$ cat src/rtl/alu_pkg.sv
// alu_pkg: shared definitions for seq_alu.
//   OP_W            opcode width
//   OP_ADD..OP_MUL  fixed opcode encoding
//   state_t         control FSM states; BUSY exists only with ALU_MUL_EN
package alu_pkg;
  localparam int OP_W = 3;

  localparam logic [OP_W-1:0] OP_ADD = 3'd0;
  localparam logic [OP_W-1:0] OP_SUB = 3'd1;
  localparam logic [OP_W-1:0] OP_ADC = 3'd2;
  localparam logic [OP_W-1:0] OP_SBC = 3'd3;
  localparam logic [OP_W-1:0] OP_AND = 3'd4;
  localparam logic [OP_W-1:0] OP_OR  = 3'd5;
  localparam logic [OP_W-1:0] OP_XOR = 3'd6;
  localparam logic [OP_W-1:0] OP_MUL = 3'd7;

`ifdef ALU_MUL_EN
  typedef enum logic [1:0] {IDLE = 2'd0, BUSY = 2'd1, DONE = 2'd2} state_t;
`else
  typedef enum logic [1:0] {IDLE = 2'd0, DONE = 2'd2} state_t;
`endif
endpackage

$ cat src/rtl/seq_alu_if.sv
// seq_alu_if: valid/ready request + response bundle for seq_alu.
//   request : in_valid, in_ready, op, a, b
//   response: out_valid, out_ready, res, co, zf, nf, vf
//   master = requester/consumer side, slave = ALU side.
interface seq_alu_if
  import alu_pkg::*;
#(
  parameter int N = 8
);
  logic            in_valid;
  logic            in_ready;
  logic [OP_W-1:0] op;
  logic [N-1:0]    a;
  logic [N-1:0]    b;
  logic            out_valid;
  logic            out_ready;
  logic [N-1:0]    res;
  logic            co;
  logic            zf;
  logic            nf;
  logic            vf;

  modport master (
    output in_valid, op, a, b, out_ready,
    input  in_ready, out_valid, res, co, zf, nf, vf
  );

  modport slave (
    input  in_valid, op, a, b, out_ready,
    output in_ready, out_valid, res, co, zf, nf, vf
  );
endinterface

$ cat src/rtl/alu_adder.sv
// alu_adder: N-bit combinational adder with carry in/out.
//   i_a, i_b : operands      i_cin  : carry in
//   o_sum    : N-bit sum     o_cout : carry out
module alu_adder #(
  parameter int N = 8
) (
  input  logic [N-1:0] i_a,
  input  logic [N-1:0] i_b,
  input  logic         i_cin,
  output logic [N-1:0] o_sum,
  output logic         o_cout
);
  assign {o_cout, o_sum} = {1'b0, i_a} + {1'b0, i_b} + {{N{1'b0}}, i_cin};
endmodule

$ cat src/rtl/seq_alu.sv
// seq_alu: registered N-bit ALU with valid/ready handshakes and a stored
// carry C for multi-word ADC/SBC chains.
//   clk   : rising-edge clock
//   rst_n : asynchronous active-low reset
//   bus   : seq_alu_if.slave (op/a/b request, res/co/zf/nf/vf response)
// Optional macro ALU_MUL_EN adds an N-cycle shift-add unsigned MUL (op 7);
// without it op 7 passes A through in a single cycle.
module seq_alu
  import alu_pkg::*;
#(
  parameter int N = 8
) (
  input  logic       clk,
  input  logic       rst_n,
  seq_alu_if.slave   bus
);
  state_t       r_state, w_state_nxt;
  logic [N-1:0] r_res;
  logic         r_co, r_zf, r_nf, r_vf, r_c;

  logic [N-1:0] w_add_a, w_add_b, w_sum;
  logic         w_add_ci, w_cout;
  logic [N-1:0] w_res;
  logic         w_co, w_vf, w_arith, w_accept;

`ifdef ALU_MUL_EN
  localparam int CW = (N > 2) ? $clog2(N) : 1;
  logic [N-1:0]  r_acc, r_mplr, r_mcand;
  logic [CW-1:0] r_cnt;
  logic [N-1:0]  w_acc_nxt, w_mplr_nxt;
  logic          w_last;

  // {acc, mplr} is the 2N-bit partial product, shifted right once per step;
  // mplr[0] is the multiplier bit being consumed.
  assign w_acc_nxt  = {w_cout, w_sum[N-1:1]};
  assign w_mplr_nxt = {w_sum[0], r_mplr[N-1:1]};
  assign w_last     = (r_cnt == CW'(N - 1));
`endif

  assign w_accept      = bus.in_valid && (r_state == IDLE);
  assign bus.in_ready  = (r_state == IDLE);
  assign bus.out_valid = (r_state == DONE);
  assign bus.res       = r_res;
  assign bus.co        = r_co;
  assign bus.zf        = r_zf;
  assign bus.nf        = r_nf;
  assign bus.vf        = r_vf;

  // Adder operand muxing: request operands in IDLE, accumulate step in BUSY.
  always_comb begin
    w_add_a  = bus.a;
    w_add_b  = bus.b;
    w_add_ci = 1'b0;
    case (bus.op)
      OP_SUB:  begin w_add_b = ~bus.b; w_add_ci = 1'b1; end
      OP_ADC:  w_add_ci = r_c;
      OP_SBC:  begin w_add_b = ~bus.b; w_add_ci = r_c; end
      default: ;
    endcase
`ifdef ALU_MUL_EN
    if (r_state == BUSY) begin
      w_add_a  = r_acc;
      w_add_b  = r_mplr[0] ? r_mcand : '0;
      w_add_ci = 1'b0;
    end
`endif
  end

  alu_adder #(.N(N)) u_add (
    .i_a   (w_add_a),
    .i_b   (w_add_b),
    .i_cin (w_add_ci),
    .o_sum (w_sum),
    .o_cout(w_cout)
  );

  // Single-cycle result; w_add_b already holds the possibly inverted B.
  always_comb begin
    w_res   = w_sum;
    w_co    = w_cout;
    w_vf    = (bus.a[N-1] == w_add_b[N-1]) && (w_sum[N-1] != bus.a[N-1]);
    w_arith = 1'b1;
    case (bus.op)
      OP_AND:  begin w_res = bus.a & bus.b; w_co = r_c; w_vf = 1'b0; w_arith = 1'b0; end
      OP_OR:   begin w_res = bus.a | bus.b; w_co = r_c; w_vf = 1'b0; w_arith = 1'b0; end
      OP_XOR:  begin w_res = bus.a ^ bus.b; w_co = r_c; w_vf = 1'b0; w_arith = 1'b0; end
      OP_MUL:  begin w_res = bus.a;         w_co = r_c; w_vf = 1'b0; w_arith = 1'b0; end
      default: ;
    endcase
  end

  always_comb begin
    w_state_nxt = r_state;
    case (r_state)
      IDLE: if (bus.in_valid) begin
`ifdef ALU_MUL_EN
        w_state_nxt = (bus.op == OP_MUL) ? BUSY : DONE;
`else
        w_state_nxt = DONE;
`endif
      end
`ifdef ALU_MUL_EN
      BUSY: if (w_last) w_state_nxt = DONE;
`endif
      DONE: if (bus.out_ready) w_state_nxt = IDLE;
      default: w_state_nxt = IDLE;
    endcase
  end

  always_ff @(posedge clk or negedge rst_n) begin
    if (!rst_n) r_state <= IDLE;
    else        r_state <= w_state_nxt;
  end

  always_ff @(posedge clk or negedge rst_n) begin
    if (!rst_n) begin
      r_res <= '0;
      r_co  <= 1'b0;
      r_zf  <= 1'b0;
      r_nf  <= 1'b0;
      r_vf  <= 1'b0;
      r_c   <= 1'b0;
`ifdef ALU_MUL_EN
      r_acc   <= '0;
      r_mplr  <= '0;
      r_mcand <= '0;
      r_cnt   <= '0;
`endif
    end else begin
`ifdef ALU_MUL_EN
      if (w_accept && bus.op == OP_MUL) begin
        r_acc   <= '0;
        r_mcand <= bus.a;
        r_mplr  <= bus.b;
        r_cnt   <= '0;
      end else
`endif
      if (w_accept) begin
        r_res <= w_res;
        r_co  <= w_co;
        r_vf  <= w_vf;
        r_zf  <= (w_res == '0);
        r_nf  <= w_res[N-1];
        if (w_arith) r_c <= w_co;
      end
`ifdef ALU_MUL_EN
      if (r_state == BUSY) begin
        r_acc  <= w_acc_nxt;
        r_mplr <= w_mplr_nxt;
        r_cnt  <= r_cnt + CW'(1);
        if (w_last) begin
          // High half nonzero means the product does not fit in N bits.
          r_res <= w_mplr_nxt;
          r_co  <= |w_acc_nxt;
          r_vf  <= |w_acc_nxt;
          r_c   <= |w_acc_nxt;
          r_zf  <= (w_mplr_nxt == '0);
          r_nf  <= w_mplr_nxt[N-1];
        end
      end
`endif
    end
  end
endmodule

$ cat src/flat_wrapper.sv
// flat-port wrapper written by rule: the top's interface ports become plain ports
module seq_alu_flat import alu_pkg::*;
#(
  parameter int N = 8
)
  (clk, rst_n, bus_in_valid, bus_op, bus_a, bus_b, bus_out_ready, bus_in_ready, bus_out_valid, bus_res, bus_co, bus_zf, bus_nf, bus_vf);
  seq_alu_if #(.N(N)) bus_i ();
  input  logic clk;
  input  logic rst_n;
  input wire logic [$bits(bus_i.in_valid)-1:0] bus_in_valid;
  input wire logic [$bits(bus_i.op)-1:0] bus_op;
  input wire logic [$bits(bus_i.a)-1:0] bus_a;
  input wire logic [$bits(bus_i.b)-1:0] bus_b;
  input wire logic [$bits(bus_i.out_ready)-1:0] bus_out_ready;
  output wire logic [$bits(bus_i.in_ready)-1:0] bus_in_ready;
  output wire logic [$bits(bus_i.out_valid)-1:0] bus_out_valid;
  output wire logic [$bits(bus_i.res)-1:0] bus_res;
  output wire logic [$bits(bus_i.co)-1:0] bus_co;
  output wire logic [$bits(bus_i.zf)-1:0] bus_zf;
  output wire logic [$bits(bus_i.nf)-1:0] bus_nf;
  output wire logic [$bits(bus_i.vf)-1:0] bus_vf;
  assign bus_i.in_valid = bus_in_valid;
  assign bus_i.op = bus_op;
  assign bus_i.a = bus_a;
  assign bus_i.b = bus_b;
  assign bus_i.out_ready = bus_out_ready;
  assign bus_in_ready = bus_i.in_ready;
  assign bus_out_valid = bus_i.out_valid;
  assign bus_res = bus_i.res;
  assign bus_co = bus_i.co;
  assign bus_zf = bus_i.zf;
  assign bus_nf = bus_i.nf;
  assign bus_vf = bus_i.vf;
  seq_alu #(.N(N)) u_core (.clk(clk), .rst_n(rst_n), .bus(bus_i));
endmodule
$ cat config.mk
export PLATFORM = sky130hd
export DESIGN_NAME = seq_alu_flat
export DESIGN_NICKNAME = d
export VERILOG_FILES = /design/src/rtl/alu_pkg.sv /design/src/rtl/seq_alu_if.sv /design/src/rtl/alu_adder.sv /design/src/rtl/seq_alu.sv /design/src/flat_wrapper.sv
export SDC_FILE = /design/constraint.sdc
export NUM_CORES = 1
export LEC_CHECK = 0
export CAP_MARGIN = 20
export CORE_MARGIN = 2
export CORE_UTILIZATION = 50
export CTS_CLUSTER_DIAMETER = 200
export DETAILED_ROUTE_END_ITERATION = 10
export HOLD_SLACK_MARGIN = 0.06
export PLACE_DENSITY_LB_ADDON = 0.1
export SLEW_MARGIN = 10
export SYNTH_ARGS = -nofsm -noshare
export SYNTH_HDL_FRONTEND = slang
export SYNTH_SLANG_ARGS = --single-unit
$ cat constraint.sdc
create_clock -name clk -period 3.3 [get_ports clk]
set_input_delay 0.33 -clock clk [delete_from_list [all_inputs] [get_ports clk]]
set_output_delay 0.33 -clock clk [all_outputs]
set_load 0.1 [all_outputs]
* Word level (Yosys, flattened, before mapping) *
Index checks and enable logic that the tools add are counted.

storage, ports and cells
  register bits after elaboration = 15
  input bits = 23
  output and inout bits = 14

operators by class
  add/sub/neg operators = 2
  equality and inequality tests = 12
  mux-type cells = 8
  bitwise operators = 5
  reduce and logical (&&, ||, !) cells = 9

operator list
  kind                                                             count
  8-bit one-hot mux with 4 select lines                            1
  3-bit == test, second input constant                             4
  8-bit by 8-bit adder with 9-bit output                           1
  9-bit by 1-bit adder with 9-bit output                           1
  8-bit bitwise AND                                                1
  8-bit zero test                                                  1
  8-bit two-way mux                                                1
  8-bit NOT                                                        1
  8-bit bitwise OR                                                 1
  8-bit XOR                                                        1
  3-bit by 2-bit == test with 1-bit output, second input constant  2
  2-bit two-way mux                                                2
  2-bit != test, second input constant                             2
  2-bit one-hot mux with 2 select lines                            1
  2-bit AND reduction                                              2
  2-bit OR reduction                                               2
  4-bit OR reduction                                               1
  3-bit by 1-bit == test with 1-bit output, second input constant  1
  2-bit == test, second input constant                             1
  1-bit logical AND                                                2
  2-bit zero test                                                  1
  1-bit two-way mux                                                2
  1-bit one-hot mux with 2 select lines                            1
  1-bit == test                                                    1
  2 further kinds                                                  2

* Depth between registers and ports, before layout *
Gate-level depths: netlist of the first run.

  depth in word-level cells = 8
  gate-level depth with buffers = 13

* Hierarchy *
From an unflattened synthesis of the first run, not the netlist that was laid out.

unflattened totals
  cells, all modules = 197
  area, all modules = 1,600.3 um^2

modules (own cells, without submodules)
  module     instances  cells each  area each (um^2)  sequential area each (um^2)
  seq_alu    1          157         1,268.7           325.3
  alu_adder  1          40          331.6             0.0

* Least setup slack after synthesis of the first run *
No wires, ideal clock.

  kind = in2reg
  from = input port bus_op[2]
  to = register u_core.r_zf (netlist: u_core.bus.zf)
  setup time = 0.104 ns
  arrival time = 3.035 ns
  required time = 3.196 ns
  path slack = 0.161 ns
  cell stages on the path = 12
  path buffers = 2
  cells stage by stage = clkbuf_2 -> nand2b_1 -> clkbuf_1 -> xnor2_1 -> fa_1 -> inv_1 -> fa_1 -> xor2_1 -> mux2_4 -> a211oi_2 -> or4b_1 -> o41ai_2

on the way
  longest elaborated chain between the ends = 7
  elaborated cells between the ends (all ways) = 15
  those cells by class = add/sub (2); eq/ne (7); mux (3); reduce/logical (3)

RTL lines
  item                                                                                                  line                source
  start: declaration                                                                                    flat_wrapper.sv:11  input wire logic [$bits(bus_i.op)-1:0] bus_op;
  3-bit by 1-bit == test with 1-bit output or 3-bit by 2-bit == test with 1-bit output (tied branches)  seq_alu.sv:54       case (bus.op)
  2-bit OR reduction (no line)                                                                          -
  8-bit two-way mux                                                                                     -
  8-bit by 8-bit adder with 9-bit output                                                                alu_adder.sv:13     assign {o_cout, o_sum} = {1'b0, i_a} + {1'b0, i_b} + {{N{1'b0}}, i_cin};
  9-bit by 1-bit adder with 9-bit output                                                                alu_adder.sv:13
  8-bit one-hot mux with 4 select lines (*)                                                             seq_alu.sv:83       case (bus.op)
  8-bit zero test (*)                                                                                   seq_alu.sv:142      r_zf <= (w_res == '0);
  end signal: assignment                                                                                seq_alu.sv:142
  end: declaration                                                                                      seq_alu.sv:19       logic r_co, r_zf, r_nf, r_vf, r_c;

Mark *: on every way between the ends. The rest lies on a longest branch, timed or not.
A chain may end at the register's enable or synchronous reset.

* Final worst setup path of the first run *
Ends and elaborated chain as after synthesis.

==> impl_metrics.yaml, run 1 <==
run_status:
  run_status: "completed"
floorplanning:
  dieHeight_microns: 59.9
  ios: 37
  die_area_sq_mm: 0.00358
  initial_core_util: 0.520
  die_x_microns: 59.9
  rows: 20
  core_sq_mm: 0.00300
timing:
  slew_headroom: 0.348
  setup_viol: 0
  maxSlewViolCount: 0
  fin_ws_ns: 0.258
  rsz0062_at_grt: "false"
  skew_ns: 0.00206
  min_period_over_period: 0.922
  tightest_slew_ns: 0.975
  max_freq_mhz: 329
  setup_tns_ns: 0
  hold_viol_final: 0
  period_minus_slack_ns: 3.04
synth:
  synth_nets: 212
  syn_inst: 163
  syn-cell-area_sq_mm: 0.00156
  ys_warn_count: 0
  synthXorXnorAreaFrac: 0.0730
  synth_top_family_by_area: "adder cells"
  synth_largest_area_cell: "dfrtp_1"
  synth_edf_count: 0
  synth_top_area_share: 0.209
  async_flop_share: 1.00
  synth.avg_cell_area_sq_um: 9.57
  ys_ff_latch: 13
  synth-compound-area-share: 0.104
  synth_area_leaders: "dfrtp_1, ha_1, mux4_1"
  synth_ff_type: "dfrtp_1"
  synth_top_cells_by_count: "inv_1, ha_1, nand2_1"
  synth_fa_ha_area_frac: 0.218
  synth_mux_area_frac: 0.181
  yosysMostFrequentCell: "inv_1"
  ys_types: 43
  seq_area_frac_synth: 0.209
  synthSimpleGateAreaFrac: 0.128
run:
  maxCapViolations: 0
cells_and_area:
  layout-drive-gt1-share: 0.114
  nFillCells: 259
  fin_cells: 235
  nNetsFinal: 252
  num_antenna_cells: 0
  area_growth_syn_to_layout_pct: 27.6
  design_area_sq_mm: 0.00199
pwr:
  leakage_nw: 0.941
  cellPowerDensity_mw_per_mm2: 533
  ir_drop_mv: 0.169
  finalPower_mw: 1.06
cts:
  clock_path_buffers: 2
  htreeDepth: 1
  clk_pin_slew_ns: 0.08
  clock_sinks: 13
  cts-root-buf: "clkbuf_4"
  cts_resized: 0
  worstSkewPairLatency_ns: 0.27
  numCtsBuffers: 3
  ctsHoldBuffers: 0
  cts_tree: "done"
  cts_setup_buffers: 0
drt:
  drt_first_iter_violations: 34
  drc: 0
  detail_route.vias_per_cell: 5.40
  wire_per_inst_microns: 13.4
  antenna_left: 0
  dr_total_vias: 1269
  first_pass_iters: 4
  wl_microns: 3150
hold_path:
  hold_class: "input port to asynchronous set/reset pin"
worst_setup_path:
  crit_type: "input port to flip-flop"
  start_kind: "input port"
  cp_common_cell: "fa_1"
  critPathBufInv: 2
  cp_slowest_cell: "or4b_1"
  cp_max_fo: 4
  crit_chain: "clkdlybuf4s50_1 -> nand2b_1 -> xnor2_1 -> fa_1 -> inv_1 -> fa_1 -> xor2_1 -> mux2_4 -> a211oi_2 -> or4b_1 -> o41ai_2"
  critPathMaxStageDelay_ns: 0.47
  critPathArrivalTime_ns: 3.22
  cp_top_family: "simple AND/OR/NAND/NOR gates"
  critPathCaptureType: "flip-flop"
  critPathRequiredTime_ns: 3.48
placement:
  dp_slack_ns: -0.0470
  dpl.cell_count: 231
  port_buffers: 36
  globalplace.congestion: 0.847
  placed_area_sq_mm: 0.00196
  dp_hpwl_microns: 2710
grt:
  grt_pass1_wl_microns: 5510
  overflow: 0
  grt_max_degree: 14
  grt_pass1_vias: 1310
  track_usage: 0.201
  antenna_found_initial: 0
logic make-up (layout without fill, tap and decap cells):
group / Yosys count / after routing
xor+xnor: 13 / 13
mux: 16 / 16
flops: 13 / 13
buf+inv: 32 / 71
fa+ha+maj: 26 / 26
simple gates: 40 / 40
compound gates: 23 / 23
stage by stage:
stage                     utilization  hold slack (ns)
after floorplan                     -           0.0344
after global placement          0.654            0.458
after detailed placement        0.654            0.470
after CTS                       0.663            0.430
after global routing            0.663            0.458
final                           0.663            0.412
worst paths after layout:
check,from,end,slack (ns),cells after the start
min in group clk,u_core.bus.res[4]$_DFFE_PN0P_,u_core.bus.res[4]$_DFFE_PN0P_,0.49,2
setup / recovery,bus_op[2],u_core.bus.zf$_DFFE_PN0P_,0.26,11
hold reg to reg,u_core.bus.res[4]$_DFFE_PN0P_,u_core.bus.res[4]$_DFFE_PN0P_,0.49,2
max in group asynchronous,rst_n,u_core.r_state[1]$_DFFE_PN0P_,2.52,1
hold / removal,rst_n,u_core.bus.res[0]$_DFFE_PN0P_,0.41,1
setup reg to reg,u_core.r_c$_DFFE_PN0P_,u_core.bus.zf$_DFFE_PN0P_,0.47,8
power by group:
part           switching, mW  leakage [nW]  internal (mW)
clock network         0.0496        0.0150         0.0469
registers             0.0279         0.159          0.205
logic                  0.511         0.768          0.221
total                  0.589         0.941          0.473
routing by layer:
layer	track usage	vias up	wire, microns
met5	0	-	0
met4	0.0476	0	31
met3	0.0152	4	85
met2	0.379	25	1660
met1	0.246	603	1370
li1	-	637	-
placed cells by master (no fill, tap or decap), types with 4 or more instances in the layout:
cell type / synthesis / routed
clkdlybuf4s50_1: 0 / 36
inv_1: 25 / 25
ha_1: 24 / 24
nand2_1: 17 / 17
dfrtp_1: 13 / 13
xnor2_1: 10 / 10
mux4_1: 6 / 6
o21ai_0: 6 / 6
nor2_1: 6 / 6
mux2_2: 6 / 6
buf_4: 2 / 6
a21oi_1: 4 / 4
flip-flops by register name, indices dropped and copies added (netlist names):
register and flops:
u_core.bus.res 7, u_core.bus.co 1, u_core.bus.nf 1, u_core.bus.vf 1, u_core.bus.zf 1, u_core.r_c 1, u_core.r_state 1
final cells by class:
class	count	area [sq um]	share of cell area
multi-input combinational	118	1100	0.552
timing repair buffer	42	405	0.204
sequential	13	325	0.163
inverter	25	93.8	0.0471
tap	33	41.3	0.0207
clock buffer	4	26.3	0.0132
(Power assumes the default switching activity.)
==> inputs of run 2 (changes only) <==
--- a/config.mk
+++ b/config.mk
@@ -12,7 +12,7 @@
 export DETAILED_ROUTE_END_ITERATION = 10
 export HOLD_SLACK_MARGIN = 0.06
 export PLACE_DENSITY_LB_ADDON = 0.1
-export SLEW_MARGIN = 10
+export SLEW_MARGIN = 20
 export SYNTH_ARGS = -nofsm -noshare
 export SYNTH_HDL_FRONTEND = slang
 export SYNTH_SLANG_ARGS = --single-unit
==> results of run 2 <==
Final layout, timing and power as in run 1 (identical DEF).
